===== src/rtl/uart_rom_tx_if.sv =====
// rtl/uart_rom_tx_if.sv - start/ROM/serial-line bundle between the message sequencer and its neighbours
interface uart_rom_tx_if;
   logic       start;
   logic [3:0] rom_addr;
   logic [7:0] rom_data;
   logic       tx;
   logic       busy;
   logic       done;

   modport master (
      input  start,
      input  rom_data,
      output rom_addr,
      output tx,
      output busy,
      output done
   );

   modport slave (
      output start,
      output rom_data,
      input  rom_addr,
      input  tx,
      input  busy,
      input  done
   );
endinterface


===== src/rtl/uart_rom_tx.sv =====
// rtl/uart_rom_tx.sv - ROM message sequencer and 8N1 serializer
// Optional even-parity bit between data and stop when UART_TX_PARITY_EN is defined.
module uart_rom_tx #(
   parameter int CLK_DIV = 434,
   parameter int MSG_LEN = 10
) (
   input logic          CLOCK,
   input logic          RESET_N,
   uart_rom_tx_if.master port
);

   localparam int BAUD_W = (CLK_DIV > 1) ? $clog2(CLK_DIV) : 1;
   localparam logic [BAUD_W-1:0] BAUD_LAST = BAUD_W'(CLK_DIV - 1);
   localparam logic [3:0]        LAST_IDX  = 4'(MSG_LEN - 1);

   typedef enum logic [2:0] {
      S_IDLE,
      S_FETCH,
      S_WAIT,
      S_START,
      S_DATA,
`ifdef UART_TX_PARITY_EN
      S_PARITY,
`endif
      S_STOP
   } state_t;

   state_t              state_q, state_d;
   logic [3:0]          index_q, index_d;
   logic [3:0]          addr_q, addr_d;
   logic                tx_q, tx_d;
   logic                busy_q, busy_d;
   logic                done_q, done_d;
   logic [BAUD_W-1:0]   baud_q, baud_d;
   logic [2:0]          bit_q, bit_d;
   logic [7:0]          shift_q, shift_d;
`ifdef UART_TX_PARITY_EN
   logic                par_q, par_d;
`endif
   logic                bit_end;

   assign bit_end = (baud_q == BAUD_LAST);

   always_ff @(posedge CLOCK or negedge RESET_N) begin
      if (!RESET_N) begin
         state_q <= S_IDLE;
         index_q <= '0;
         addr_q  <= '0;
         tx_q    <= 1'b1;
         busy_q  <= 1'b0;
         done_q  <= 1'b0;
         baud_q  <= '0;
         bit_q   <= '0;
         shift_q <= '0;
`ifdef UART_TX_PARITY_EN
         par_q   <= 1'b0;
`endif
      end else begin
         state_q <= state_d;
         index_q <= index_d;
         addr_q  <= addr_d;
         tx_q    <= tx_d;
         busy_q  <= busy_d;
         done_q  <= done_d;
         baud_q  <= baud_d;
         bit_q   <= bit_d;
         shift_q <= shift_d;
`ifdef UART_TX_PARITY_EN
         par_q   <= par_d;
`endif
      end
   end

   always_comb begin
      state_d = state_q;
      index_d = index_q;
      addr_d  = addr_q;
      tx_d    = tx_q;
      busy_d  = busy_q;
      done_d  = 1'b0;
      baud_d  = baud_q;
      bit_d   = bit_q;
      shift_d = shift_q;
`ifdef UART_TX_PARITY_EN
      par_d   = par_q;
`endif

      case (state_q)
         S_IDLE: begin
            tx_d   = 1'b1;
            busy_d = 1'b0;
            if (port.start) begin
               state_d = S_FETCH;
               index_d = '0;
               addr_d  = '0;
               busy_d  = 1'b1;
            end
         end

         S_FETCH: begin
            state_d = S_WAIT;
         end

         // ROM output is valid now; the start bit goes out on this edge.
         S_WAIT: begin
            shift_d = port.rom_data;
`ifdef UART_TX_PARITY_EN
            par_d   = ^port.rom_data;
`endif
            tx_d    = 1'b0;
            baud_d  = '0;
            state_d = S_START;
         end

         S_START: begin
            baud_d = bit_end ? '0 : baud_q + 1'b1;
            if (bit_end) begin
               tx_d    = shift_q[0];
               shift_d = {1'b0, shift_q[7:1]};
               bit_d   = '0;
               state_d = S_DATA;
            end
         end

         S_DATA: begin
            baud_d = bit_end ? '0 : baud_q + 1'b1;
            if (bit_end) begin
               if (bit_q == 3'd7) begin
`ifdef UART_TX_PARITY_EN
                  tx_d    = par_q;
                  state_d = S_PARITY;
`else
                  tx_d    = 1'b1;
                  state_d = S_STOP;
`endif
               end else begin
                  tx_d    = shift_q[0];
                  shift_d = {1'b0, shift_q[7:1]};
                  bit_d   = bit_q + 3'd1;
               end
            end
         end

`ifdef UART_TX_PARITY_EN
         S_PARITY: begin
            baud_d = bit_end ? '0 : baud_q + 1'b1;
            if (bit_end) begin
               tx_d    = 1'b1;
               state_d = S_STOP;
            end
         end
`endif

         S_STOP: begin
            baud_d = bit_end ? '0 : baud_q + 1'b1;
            if (bit_end) begin
               tx_d = 1'b1;
               if (index_q != LAST_IDX) begin
                  index_d = index_q + 4'd1;
                  addr_d  = index_q + 4'd1;
                  state_d = S_FETCH;
               end else begin
                  index_d = '0;
                  addr_d  = '0;
                  busy_d  = 1'b0;
                  done_d  = 1'b1;
                  state_d = S_IDLE;
               end
            end
         end

         default: begin
            state_d = S_IDLE;
         end
      endcase
   end

   assign port.rom_addr = addr_q;
   assign port.tx       = tx_q;
   assign port.busy     = busy_q;
   assign port.done     = done_q;

endmodule


===== src/flat_wrapper.sv =====
// flat-port wrapper written by rule: the top's interface ports become plain ports
module uart_rom_tx_flat 
#(
   parameter int CLK_DIV = 434,
   parameter int MSG_LEN = 10
)
  (CLOCK, RESET_N, port_start, port_rom_data, port_rom_addr, port_tx, port_busy, port_done);
  uart_rom_tx_if port_i ();
  input logic CLOCK;
  input logic RESET_N;
  input wire logic [$bits(port_i.start)-1:0] port_start;
  input wire logic [$bits(port_i.rom_data)-1:0] port_rom_data;
  output wire logic [$bits(port_i.rom_addr)-1:0] port_rom_addr;
  output wire logic [$bits(port_i.tx)-1:0] port_tx;
  output wire logic [$bits(port_i.busy)-1:0] port_busy;
  output wire logic [$bits(port_i.done)-1:0] port_done;
  assign port_i.start = port_start;
  assign port_i.rom_data = port_rom_data;
  assign port_rom_addr = port_i.rom_addr;
  assign port_tx = port_i.tx;
  assign port_busy = port_i.busy;
  assign port_done = port_i.done;
  uart_rom_tx #(.CLK_DIV(CLK_DIV), .MSG_LEN(MSG_LEN)) u_core (.CLOCK(CLOCK), .RESET_N(RESET_N), .port(port_i));
endmodule

===== config.mk =====
export PLATFORM = sky130hd
export DESIGN_NAME = uart_rom_tx_flat
export DESIGN_NICKNAME = d
export VERILOG_FILES = /design/src/rtl/uart_rom_tx_if.sv /design/src/rtl/uart_rom_tx.sv /design/src/flat_wrapper.sv
export SDC_FILE = /design/constraint.sdc
export NUM_CORES = 1
export LEC_CHECK = 0
export ABC_AREA = 1
export BUFFER_PORTS_ARGS = -buffer_cell sky130_fd_sc_hd__buf_2
export CAP_MARGIN = 20
export CORE_ASPECT_RATIO = 1.4
export CORE_MARGIN = 2
export CORE_UTILIZATION = 50
export DETAILED_ROUTE_END_ITERATION = 16
export PLACE_DENSITY = 0.77
export SKIP_LAST_GASP = 1
export SLEW_MARGIN = 5
export SYNTH_ARGS = -nofsm -noshare
export SYNTH_HDL_FRONTEND = slang
export SYNTH_SLANG_ARGS = --single-unit

===== constraint.sdc =====
create_clock -name CLOCK -period 2.3 [get_ports CLOCK]
set_input_delay 0.46 -clock CLOCK [delete_from_list [all_inputs] [get_ports CLOCK]]
set_output_delay 0.46 -clock CLOCK [all_outputs]
set_load 0.01 [all_outputs]

Word-level counts from Yosys, hierarchy flattened
Cells that the tools add are included.
{ "totals": {"regBits": 30, "latchBits": 0, "ram_bits": 0, "romBits": 0, "wordCells": 72, "n_memories": 0} }
{ "op_classes": {"addsub": 3, "n_mul": 0, "div": 0, "magnitude_cmp": 0, "eq_ne": 15, "shift": 0, "n_mux": 33, "n_bitwise": 0, "n_reduce_logical": 13} }
{ "ops": {"columns": ["cell", "n"], "rows": [
  ["2-to-1 mux 3 bit", 8],
  ["2-to-1 mux 8 bit", 3],
  ["one-hot mux 8 bit (3 select lines)", 1],
  ["one-hot mux 3 bit (6 select lines)", 1],
  ["one-hot mux 9 bit (2 select lines)", 1],
  ["2-to-1 mux 4 bit", 3],
  ["AND reduction 4 bit", 3],
  ["2-to-1 mux 1 bit", 11],
  ["adder 9 x 1 -> 9 bit (second input constant)", 1],
  ["equality test 3 bit (second input constant)", 3],
  ["equality test 9 bit (second input constant)", 1],
  ["2-to-1 mux 9 bit", 1],
  ["!= test 2 x 1 -> 1 bit (second input constant)", 4],
  ["one-hot mux 4 bit (2 select lines)", 1],
  ["equality test 3 x 2 -> 1 bit (second input constant)", 2],
  ["!= test 2 bit (second input constant)", 3],
  ["one-hot mux 3 bit (2 select lines)", 1],
  ["AND reduction 3 bit", 2],
  ["nonzero test 2 bit", 3],
  ["one-hot mux 1 bit (5 select lines)", 1],
  ["AND reduction 5 bit", 1],
  ["nonzero test 5 bit", 1],
  ["adder 4 x 1 -> 4 bit (second input constant)", 1],
  ["!= test 4 bit (second input constant)", 1],
  ["6 further kinds", 6]
]} }

Logic depth before layout (Yosys ltp)
{ "logic_depth": {"word_depth": 4, "depth_mapped": 10} }

Worst setup path after synthesis
Ideal clock, no wire load.
{ "synth_timing": {"kind": "register to register", "startpoint": "reg u_core.bit_q[0]", "endpoint": "reg u_core.shift_q[0]", "arrival_ns": 1.341, "required_ns": 2.235, "setup_slack_ns": 0.894, "stages_incl_launch_ff": 10, "n_path_buf": 0, "path_cell_list": "dfrtp_1 > ha_1 > ha_1 > inv_1 > nand3_1 > nand2_2 > nand2_4 > inv_4 > nand2_1 > nand2_1"} }
{ "synth_between": {"elab_chain_cells": 3} }
{ "synth_rtl": {"columns": ["item", "line", "text"], "rows": [
  ["start: declaration", "uart_rom_tx.sv:35", "logic [2:0] bit_q, bit_d;"],
  ["start signal: assignment", "uart_rom_tx.sv:66", "bit_q <= bit_d;"],
  ["equality test 3 bit", "uart_rom_tx.sv:128", "if (bit_q == 3'd7) begin"],
  ["!= test 2 bit (no source line)", null, null],
  ["AND reduction 4 bit (no source line)", null, null],
  ["end signal: assignment", "uart_rom_tx.sv:67", "shift_q <= shift_d;"],
  ["end: declaration", "uart_rom_tx.sv:36", "logic [7:0] shift_q, shift_d;"]
]} }
Every way passes these cells.
A chain may end at the register's enable or synchronous reset.

Worst setup path after layout
{ "layout_timing": {"startpoint": "reg u_core.state_q[2]", "endpoint": "reg u_core.shift_q[3]"} }
{ "layout_between": {"elab_chain_cells": 3} }
{ "layout_rtl": {"columns": ["item", "line", "text"], "rows": [
  ["start: declaration", "uart_rom_tx.sv:28", "state_t state_q, state_d;"],
  ["start signal: assignment", "uart_rom_tx.sv:59", "state_q <= state_d;"],
  ["equality test 3 bit or equality test 3 x 2 -> 1 bit (tied branches)", "uart_rom_tx.sv:88", "case (state_q)"],
  ["!= test 2 x 1 -> 1 bit (no source line) (tied with other cells)", null, null],
  ["AND reduction 4 bit (no source line)", null, null]
]} }
Several ways; a longest one is shown, not always the timed one.

==> reports/results.ini <==
[timing]
setup_slack_ns=0.4331
setup_violations=0
finalHoldViolCount=0
maxSlewViolCount=0
worstMarginPinSlew_ns=0.6836
relSlewSlack=0.5443
period_minus_slack_ns=1.867
setup_tns_ns=0
fmax_mhz=535.7
worst_hold_slack_ns=0.2124
fin_crit_sh=0.8117
rsz0062_at_grt=false
final.setup_skew_ns=0.005327

[global_routing]
gr-usage-all-layers=0.2138
grt-ovfl-total=0
grt_max_degree=31
use_met1=0.2446
top_usage_layer=met2
grt_pass1_vias=1482
gr-usage-met3=0.04510
use_met2=0.3677
grt_pass1_wl_um=6327
grt_antenna_before_repair=0

[routing]
first_iter_violations=51
wirelength_um=3753
wl_per_cell_um=12.22
dr.pass1.iters=4
vias_per_cell=5.205
ant_nets=0
post-route-drc-count=0
num_vias=1598

[clock_tree]
clockRootBuffer=clkbuf_8
clock_latency_ns=0.28
cts_buffer_depth=2
path_clk_slew_ns=0.07
cts_sinks=30
cts_tree=done
cts_hold_buf=0
cts_setup_buffers=0
cts_made_buffers=5
cts_resized=0
htreeDepth=2

[worst_setup_path]
crit_start=u_core.state_q[2]
worstPathCellList=inv_2, nand3_1, nand2_2, nand2_2, nand2_4, inv_4, nand2_1, nand2_1
crit_fanout=13
crit_required_ns=2.48
path_buf_inv=2
crit_family=simple AND/OR/NAND/NOR gates
slowest_delay_ns=0.51
end_kind=flip-flop
cp_data_arrival_time_ns=2.04
setup.worst_path.class=flip-flop to flip-flop
reg2reg_from=u_core.state_q[2]
crit_path_start_kind=flip-flop
slowest_stage=dfrtp_1

[yosys]
ys_types=29
synth_flop_cell=dfrtp_1
async_reset_ff_frac=1.000
synth_nets=263
synth_edf_count=0
syn_inst=246
avgSynthCellArea_um2=7.385
ys_seq_elements=30
netlist_area_um2=1817
yosysSeqAreaShare=0.4139
yosysWarnings=0

[floorplanning]
ios=18
initial_core_util=0.5280
fp.coreArea_um2=3441
core.rowCount=25
die_width_um=54.95
die_area_um2=4138
die_h_um=75.32

[hold_path]
hp-class=input port to asynchronous set/reset pin

[layout]
diodes=0
layout.nets=283
fin_area_um2=2028
layout_common_cells=101 x nand2_1, 31 x nand3_1, 29 x dfrtp_1
final_common_cell=nand2_1
syn_to_final_growth_pct=11.64
layout-drive-gt1-share=0.1685

[outcome]
status=complete, no violations

[placed_design]
post-place-ws_ns=0.4482
gp_congestion=0.8456
place_area_um2=1914
port_buffers=17
dp_hpwl_um=2797

[run]
maxCapViolCount=0

[pwr]
power.total_uw=2355
p_leak_uw=0.001115
vdd_drop_max_v=0.0007101
p_per_area_nw_per_um2=1161

[power breakdown]
part	switching, uW	internal, uW	leakage, uW
Sequential	145	683	0.000394
Combinational	666	330	0.000671
Clock	209	322	0.0000504
Total	1020	1340	0.00112
[worst register-to-register path, delay by kind of cell, from the launching register on]
| kind | cells | cell delay [ns] |
|---|---|---|
| buffers and inverters | 2 | 0.20 |
| DFF | 1 | 0.51 |
| and+or+nand+nor | 6 | 1.05 |
[sequential cells by signal, indices dropped and copies added, names as in the netlist]
name / flops
u_core.baud_q: 9
u_core.bit_q: 3
u_core.index_q: 4
u_core.port.busy: 1
u_core.port.done: 1
u_core.port.tx: 1
u_core.shift_q: 8
u_core.state_q: 3
[logic make-up after synthesis]
family                   after synthesis  synth area share
AO/OA/AOI/OAI                         12           0.03925
AND/OR/NAND/NOR                      168            0.4242
XOR/XNOR                               2          0.009644
buffers and inverters                 28           0.07162
flip-flops                            30            0.4139
adder cells (fa/ha/maj)                6           0.04132
[layer usage]
layer,vias to the layer above,part of all wire
met2,26,0.54
met5,-,0
met1,731,0.42
met3,7,0.023
met4,0,0.023
li1,834,-
[Yosys cell counts, types with 3 or more instances]
library cell    n  area, um^2
nor2_1         13       48.80
nand2_1       101       379.1
nand4_1         6       37.54
inv_2           3       11.26
dfrtp_1        29       725.7
nand2_2         5       31.28
o21ai_0         3       15.01
ha_1            6       75.07
inv_1          20       75.07
o22ai_1         4       25.02
nand3_1        31       155.2
[cell type report]
| class | count | area, um^2 |
|---|---|---|
| well taps | 40 | 50.05 |
| repair buffers | 17 | 85.08 |
| multi-input cells | 188 | 934.6 |
| clock inverters | 3 | 45.04 |
| clock buffers | 5 | 68.82 |
| fillers | 325 | 1413 |
| inverters | 24 | 92.59 |
| flip-flops and latches | 30 | 752.0 |
[per-stage QoR]
| stage | std cells | utilization |
|---|---|---|
| 2_1_floorplan | 246 | - |
| 3_3_place_gp | 299 | 0.5564 |
| 3_5_place_dp | 299 | 0.5564 |
| 4_1_cts | 307 | 0.5895 |
| 5_1_grt | 307 | 0.5895 |
| 6_report | 307 | 0.5895 |
[worst paths after layout]
| path | endpoint | slack, ns | depth (start not counted) |
|---|---|---|---|
| setup reg to reg | u_core.shift_q[3] | 0.43 | 8 |
| setup / recovery | u_core.shift_q[3] | 0.43 | 8 |
| max in group asynchronous | u_core.port.busy | 1.64 | 1 |
| min in group CLOCK | u_core.port.busy | 0.43 | 3 |
| hold / removal | u_core.shift_q[3] | 0.21 | 1 |
| hold reg to reg | u_core.port.tx | 0.47 | 2 |
Power figures use the tool's default switching activity.
